<file path="src/rtl/pipeline_hazard_ctrl.sv">
// pipeline_hazard_ctrl: load-use stall, mispredict flush and drained interrupt entry; optional HAZ_PERF_CNT_EN perf counters
module pipeline_hazard_ctrl #(
  parameter int LOAD_USE_STALL = 1,
  parameter int FLUSH_CYCLES   = 2,
  parameter int INT_DRAIN      = 2
) (
  input  logic       clk,
  input  logic       rst,
  input  logic [4:0] id_x_addr,
  input  logic [4:0] id_y_addr,
  input  logic       id_uses_x,
  input  logic       id_uses_y,
  input  logic       ex_rf_wr,
  input  logic [4:0] ex_wb_addr,
  input  logic [1:0] ex_rf_wr_sel,
  input  logic       ex_mispredict,
  input  logic       int_req,
  input  logic       i_flag,
  output logic       pc_stall,
  output logic       if_id_stall,
  output logic       if_id_flush,
  output logic       id_ex_nop,
  output logic       id_ex_int,
  output logic       int_ack,
  output logic [2:0] state
`ifdef HAZ_PERF_CNT_EN
  ,
  output logic [15:0] perf_stall_cyc,
  output logic [15:0] perf_flush_evt,
  output logic [15:0] perf_int_evt
`endif
);
  typedef enum logic [2:0] {RUN, STALL, FLUSH, DRAIN, INJECT} st_t;
  localparam logic [2:0] FL_RUN = 3'(FLUSH_CYCLES - 2);
  localparam logic [2:0] FL_DRN = 3'(FLUSH_CYCLES - 1);
  localparam logic [2:0] LU_LD  = 3'(LOAD_USE_STALL - 2);
  localparam logic [2:0] ID_LD  = 3'(INT_DRAIN - 1);
  st_t st;
  logic [2:0] cnt;
  logic int_pend, lu, take_int, mp_evt, do_flush, do_stall, do_inj;
  assign state = st;
  // Hazard decode and Mealy output selection; everything is held low during reset
  always_comb begin
    lu = ex_rf_wr & (ex_rf_wr_sel != 2'b00) &
         ((id_uses_x & (id_x_addr == ex_wb_addr)) | (id_uses_y & (id_y_addr == ex_wb_addr)));
    take_int = (int_req | int_pend) & i_flag;
    mp_evt = ex_mispredict & (st == RUN | st == STALL | st == DRAIN);
    do_flush = ~rst & (mp_evt | st == FLUSH);
    do_stall = ~rst & ~do_flush & (st == STALL | st == DRAIN | (st == RUN & (lu | take_int)));
    do_inj = ~rst & (st == INJECT);
    pc_stall = do_stall | do_inj;
    if_id_stall = do_stall;
    if_id_flush = do_flush | do_inj;
    id_ex_nop = do_flush | do_stall;
    id_ex_int = do_inj;
    int_ack = do_inj;
  end
  // State, remaining-cycle counter and deferred interrupt latch
  always_ff @(posedge clk or posedge rst) begin
    if (rst) begin
      st <= RUN;
      cnt <= '0;
      int_pend <= 1'b0;
    end else begin
      case (st)
        RUN: begin
          if (ex_mispredict) begin
            st <= FLUSH_CYCLES > 1 ? FLUSH : RUN;
            cnt <= FL_RUN;
            int_pend <= int_pend | int_req;
          end else if (lu) begin
            st <= LOAD_USE_STALL > 1 ? STALL : RUN;
            cnt <= LU_LD;
            int_pend <= int_pend | int_req;
          end else if (take_int) begin
            st <= INT_DRAIN > 1 ? DRAIN : INJECT;
            cnt <= ID_LD;
          end
        end
        STALL: begin
          if (ex_mispredict) begin
            st <= FLUSH_CYCLES > 1 ? FLUSH : RUN;
            cnt <= FL_RUN;
          end else if (cnt == 3'd0) st <= RUN;
          else cnt <= cnt - 3'd1;
        end
        FLUSH: begin
          if (cnt == 3'd0) st <= RUN;
          else cnt <= cnt - 3'd1;
        end
        DRAIN: begin
          if (ex_mispredict) begin
            int_pend <= 1'b1;
            st <= FLUSH;
            cnt <= FL_DRN;
          end else if (cnt <= 3'd1) st <= INJECT;
          else cnt <= cnt - 3'd1;
        end
        INJECT: begin
          int_pend <= 1'b0;
          st <= RUN;
        end
        default: st <= RUN;
      endcase
    end
  end
`ifdef HAZ_PERF_CNT_EN
  // Saturating event counters
  always_ff @(posedge clk or posedge rst) begin
    if (rst) begin
      perf_stall_cyc <= '0;
      perf_flush_evt <= '0;
      perf_int_evt <= '0;
    end else begin
      if (id_ex_nop && perf_stall_cyc != 16'hFFFF) perf_stall_cyc <= perf_stall_cyc + 16'd1;
      if (mp_evt && perf_flush_evt != 16'hFFFF) perf_flush_evt <= perf_flush_evt + 16'd1;
      if (do_inj && perf_int_evt != 16'hFFFF) perf_int_evt <= perf_int_evt + 16'd1;
    end
  end
`endif
endmodule
</file>
<file path="config.mk">
export PLATFORM = sky130hd
export DESIGN_NAME = pipeline_hazard_ctrl
export DESIGN_NICKNAME = d
export VERILOG_FILES = /design/src/rtl/pipeline_hazard_ctrl.sv
export SDC_FILE = /design/constraint.sdc
export NUM_CORES = 1
export LEC_CHECK = 0
export CORE_MARGIN = 4
export CORE_UTILIZATION = 42
export CTS_BUF_LIST = sky130_fd_sc_hd__clkbuf_4
export DETAILED_ROUTE_END_ITERATION = 16
export GPL_ROUTABILITY_DRIVEN = 0
export PLACE_DENSITY_LB_ADDON = 0.05
export SLEW_MARGIN = 20
export SYNTH_ARGS = -nofsm -noshare
export SYNTH_HDL_FRONTEND = slang
export SYNTH_SLANG_ARGS = --single-unit
export TNS_END_PERCENT = 30
</file>
<file path="constraint.sdc">
create_clock -name clk -period 1.9 [get_ports clk]
set_clock_uncertainty 0.2 [all_clocks]
set_input_delay 0.19 -clock clk [delete_from_list [all_inputs] [get_ports clk]]
set_output_delay 0.19 -clock clk [all_outputs]
set_load 0.02 [all_outputs]
</file>
Yosys cells after proc, flatten, opt, wreduce, memory -nomap -nowiden
Cells that the tools add are included.
{ "totals": {"wordCells": 68, "regBits": 7, "out_inout_bits": 9, "inputBits": 25} }
{ "classes": {"addsub": 1, "mux": 20, "n_eq_ne": 11, "bitwise": 24, "reduce_logical": 8, "n_lt_le_gt_ge": 1} }
{ "op_table": {"columns": ["cell", "count"], "rows": [
  ["$mux 3", 14],
  ["$pmux 3 s4", 2],
  ["$and 1x1->1", 11],
  ["$or 1x1->1", 11],
  ["$eq 5x5->1", 2],
  ["$eq 3x2->1 const B", 2],
  ["$logic_not 3->1", 2],
  ["$ne 3x3->1 const B", 2],
  ["$reduce_and 3->1", 2],
  ["$ne 4x4->1 const B", 1],
  ["$reduce_bool 4->1", 1],
  ["$eq 3x1->1 const B", 1],
  ["$eq 3x3->1 const B", 1],
  ["$le 3x1->1 const B", 1],
  ["$mux 1", 3],
  ["$ne 3x2->1 const B", 1],
  ["$pmux 1 s3", 1],
  ["$reduce_bool 3->1", 1],
  ["$sub 3x1->3 const B", 1],
  ["$ne 2x2->1 const B", 1],
  ["$not 1->1", 2],
  ["$reduce_and 2->1", 1],
  ["$reduce_bool 2->1", 1]
]} }

Depth between registers and ports, before layout
{ "logic_depth": {"word_depth": 10, "mapped_depth": 8, "ltp_nobuf": 8} }

Worst setup path before layout
No wires, ideal clock.
{ "synth_path": {"kind": "reg2out", "start": "register st[1], in the netlist state[1]", "end": "output port pc_stall", "stages_incl_launch_ff": 5, "required_ns": 1.510, "n_path_buf": 1, "path_slack_ns": 0.035, "t_arrival_ns": 1.475, "cell_sequence": "dfrtp_1 -> buf_2 -> nor3_2 -> a21bo_1 -> a31oi_1"} }
{ "synth_via": {"elab_chain_len": 10, "word_cells_on_any_way": 18, "cone_classes": "4 x eq/ne; 13 x bitwise; 1 x reduce/logical"} }
{ "synth_rtl": {"columns": ["element", "line_no", "rtl"], "rows": [
  ["from (decl)", "38", "st_t st;"],
  ["from (signal assigned)", "68", "st <= FLUSH_CYCLES > 1 ? FLUSH : RUN;"],
  ["from (signal assigned)", "72", "st <= LOAD_USE_STALL > 1 ? STALL : RUN;"],
  ["from (signal assigned)", "76", "st <= INT_DRAIN > 1 ? DRAIN : INJECT;"],
  ["$eq 3x1->1 / $logic_not 3->1 (equally long branches)", "47, 49", null],
  ["$or 1x1->1 (2 in a row)", "47", "mp_evt = ex_mispredict & (st == RUN | st == STALL | st == DRAIN);"],
  ["$and 1x1->1", "47", null],
  ["$or 1x1->1", "48", "do_flush = ~rst & (mp_evt | st == FLUSH);"],
  ["$and 1x1->1", "48", null],
  ["$not 1->1", "49", "do_stall = ~rst & ~do_flush & (st == STALL | st == DRAIN | (st == RUN & (lu | take_int)));"],
  ["$and 1x1->1 (2 in a row)", "49", null],
  ["$or 1x1->1 *", "51", "pc_stall = do_stall | do_inj;"],
  ["to (decl)", "19", "output logic pc_stall,"]
]} }
Every way passes the cells marked *; elsewhere a longest branch is shown, timed or not.

Worst setup path in the final report
{ "layout_path": {"start": "register cnt[0]", "end": "register cnt[0]"} }
{ "layout_via": {"elab_chain_len": 4, "word_cells_on_any_way": 10, "cone_classes": "1 x add/sub; 1 x order compare; 1 x eq/ne; 5 x mux; 2 x reduce/logical"} }
{ "layout_rtl": {"columns": ["element", "line_no", "rtl"], "rows": [
  ["from (decl)", "39", "logic [2:0] cnt;"],
  ["from (signal assigned)", "85", "else cnt <= cnt - 3'd1;"],
  ["from (signal assigned)", "89", "else cnt <= cnt - 3'd1;"],
  ["from (signal assigned)", "97", "else cnt <= cnt - 3'd1;"],
  ["$sub 3x1->3 / $logic_not 3->1 (equally long branches)", null, null],
  ["$mux 3 (on tied branches)", "96, 84, 88", null],
  ["$mux 3 (on tied branches)", "92, 81", null],
  ["$pmux 3 s4", "65", "case (st)"]
]} }
Several ways; a longest one is shown, not always the timed one. The select of a mux whose other input is x is not followed.
A chain may end at the register's enable or synchronous reset.

==> impl_results.md <==
* Status: complete, but fails checks
* Failing checks: setup timing
* Die X at 50.0 um
* # setup viols final at 2
* Port Buf Inserts at 33
* YS warnings at 0
* Count leader, synth: a21oi_1
* Core Area at 1590 um2
* CP Cell Sequence: inv_2, ha_2, nand2b_1, o21ai_0, a21oi_1, or2_2, a22o_1
* Syn_area_per_cell at 7.73 um2
* Worst hold path class: input port to async pin
* Row count at 14
* Final Hold Fails at 0
* Detailed Route Iter0 Violations at 54
* Reg area at 176 um2
* All-Layer GR Usage at 0.236
* Clock Path Buffers at 2
* Area added between synthesis and finish at 91.4%
* Residual DRC at 0
* Power density over the cells at 1020 nW/um2
* GRT overflow at 0
* Fin worst setup slack at -13.2 ps
* Vias per cell at 5.64
* Largest net degree at the start of global routing at 12
* CP arrival at 1850 ps
* Worst EP required at 1840 ps
* Period utilisation layout at 1.01
* Mapped Nets at 124
* Clk root buf: clkbuf_4
* Post-DP HPWL at 1890 um
* Top cells by area, synth: dfrtp_1 24%, a21oi_1 7.4%, xnor2_1 7.1%
* Critical Path Sink Type: flip-flop
* Max_cap viols at 0
* First-pass GRT wire length at 4510 um
* Largest area contributor in the synthesized netlist: dfrtp_1
* Antenna diodes at 0
* Multi-input gate area at 673 um2
* Fillers at 64
* LEAKAGE at 0.658 nW
* Final net count at 186
* CP Class: flip-flop to flip-flop
* ANT nets after route at 0
* Gate Count Post-Synth at 96
* Synth top area share at 0.236
* Mapped Area at 742 um2
* Rel. slew slack at 0.815
* FF-to-FF Start: cnt[0]$_DFFE_PP0P_
* Worst setup path startpoint: cnt[0]$_DFFE_PP0P_
* Yosys cell types at 31
* Sink Count at 7
* Initial core utilization at 0.465
* Crit path buffers/inverters at 1
* Max Freq at 523 MHz
* Die area at 2500 um2
* Measured slew at the worst slew-check pin at 276 ps
* Clk Latency, worst-skew pair at 260 ps
* RSZ-0062 raised after global routing: yes
* Ys flop type: dfrtp_1
* Synthesized flop and latch total at 7
* Cell area after layout at 1420 um2
* Seq/Total Area, Yosys at 0.236
* Share of layout cells above drive strength 1 at 0.503
* CP delay by family, top: compound AO/OA/AOI/OAI gates
* DR pass1 iterations at 6
* Max-slew violation count at 0
* Post-synth EDFFs at 0
* CTS Hold Bufs at 0
* Crit-path max FO at 4
* H-tree depth at 1
* Die Span Y at 50.0 um
* Vias at 1020
* Routed wire length at 3110 um
* WL/cell at 17.2 um
* Inst Count DP at 172
* Initial antenna violation count at 0
* Vias in the first global route at 1043
* CTS tree: yes
* R2r setup slk at -10 ps
* Synth cell count leaders: 11 x a21oi_1, 10 x nor2_1, 7 x dfrtp_1, 7 x nand2_1
* Num CTS Buffers at 3
* CP Launch Type: flip-flop
* CTS clk-pin slew, worst paths at 50 ps
* CP max-delay cell: dfrtp_1
* Crit path time final at 1910 ps
* Final Power at 0.00144 W
* Post-synth ARST share at 1.00
* Peak supply drop at 0.725 mV
* Post-route insts no fill at 181
* Placed Area at 1250 um2
* IO Count at 34
* Crit path largest cell delay at 410 ps
-- registers in the layout, indices dropped and copies added (netlist names) --
name	flops
cnt	3
int_pend	1
state	3
-- metal layers --
layer	part of all wire	vias to the layer above	global-route usage	routed length, um
li1	-	469	-	-
met2	0.52	54	0.426	1610
met5	0	-	0	0
met4	0.028	0	0.0829	87
met3	0.077	14	0.0813	240
met1	0.37	483	0.250	1160
-- area by class of cell --
type	instances	area share
Multi-Input combinational cell	79	0.474
Timing Repair Buffer	61	0.344
Sequential cell	7	0.124
Clock buffer	4	0.0211
Tap cell	24	0.0211
Inverter	6	0.0159
-- power by group --
part	leakage, nW	internal, W	switching [W]	total [W]
clock network	0.0184	0.0000944	0.0000554	0.000150
logic	0.556	0.000499	0.000533	0.00103
registers	0.0830	0.000201	0.0000592	0.000261
-- worst min-delay path, cell delays in order --
cell and delay [ps]:
clkdlybuf4s50_1 510, inv_1 140, buf_4 180
-- logic make-up after synthesis --
kind of cell | synth area share
fa+ha+maj | 0.0506
simple gates | 0.238
compound gates | 0.297
flops | 0.236
xor+xnor | 0.118
buf+inv | 0.0607
-- cells in the final DEF (no fill, tap or decap), types with 2 or more instances in the layout --
cell type / n
xor2_2: 3
clkbuf_2: 5
ha_1: 2
nand4_1: 3
xnor2_2: 4
dfrtp_1: 6
nor2_2: 3
buf_8: 2
nand2b_1: 3
dlygate4sd2_1: 5
nor4_4: 2
nand2_1: 7
a22o_1: 3
a21oi_2: 2
o21ai_0: 5
a21oi_1: 9
buf_2: 7
buf_4: 29
clkdlybuf4s50_1: 6
buf_6: 5
clkdlybuf4s15_1: 2
inv_1: 5
o31ai_4: 2
clkbuf_4: 4
nor2_1: 6
nor3_1: 3
xnor2_1: 2
-- final timing paths --
check                           cells past startpoint                    to
worst max-delay path                                7    cnt[0]$_DFFE_PP0P_
worst max register to register                      7    cnt[0]$_DFFE_PP0P_
worst min register to register                      1  state[0]$_DFFE_PP0P_
max in group asynchronous                           3  state[2]$_DFFE_PP0P_
worst min-delay path                                3  int_pend$_DFFE_PP0P_
min in group clk                                    1  state[0]$_DFFE_PP0P_
-- stage by stage --
step / utilization / setup slack, ps / TNS [ps] / hold slack, ps
finish: 0.891 / -13.2 / -25.3 / 218
global route: 0.891 / -69.1 / -391 / 209
CTS: 0.827 / -68.4 / -147 / 168
detailed placement: 0.786 / -737 / -3830 / 335
global placement: 0.786 / -715 / -3410 / 327
floorplan: - / 34.7 / 0 / -198
-- repair_timing --
item | CTS | global route
cloned | 0 | 0
pin swaps | 18 | 14
setup buffers | 5 | 0
resized for setup | 91 | 35
endpoints found under the setup margin | 10 | 14
No activity file was read; power rests on OpenSTA's default activity.
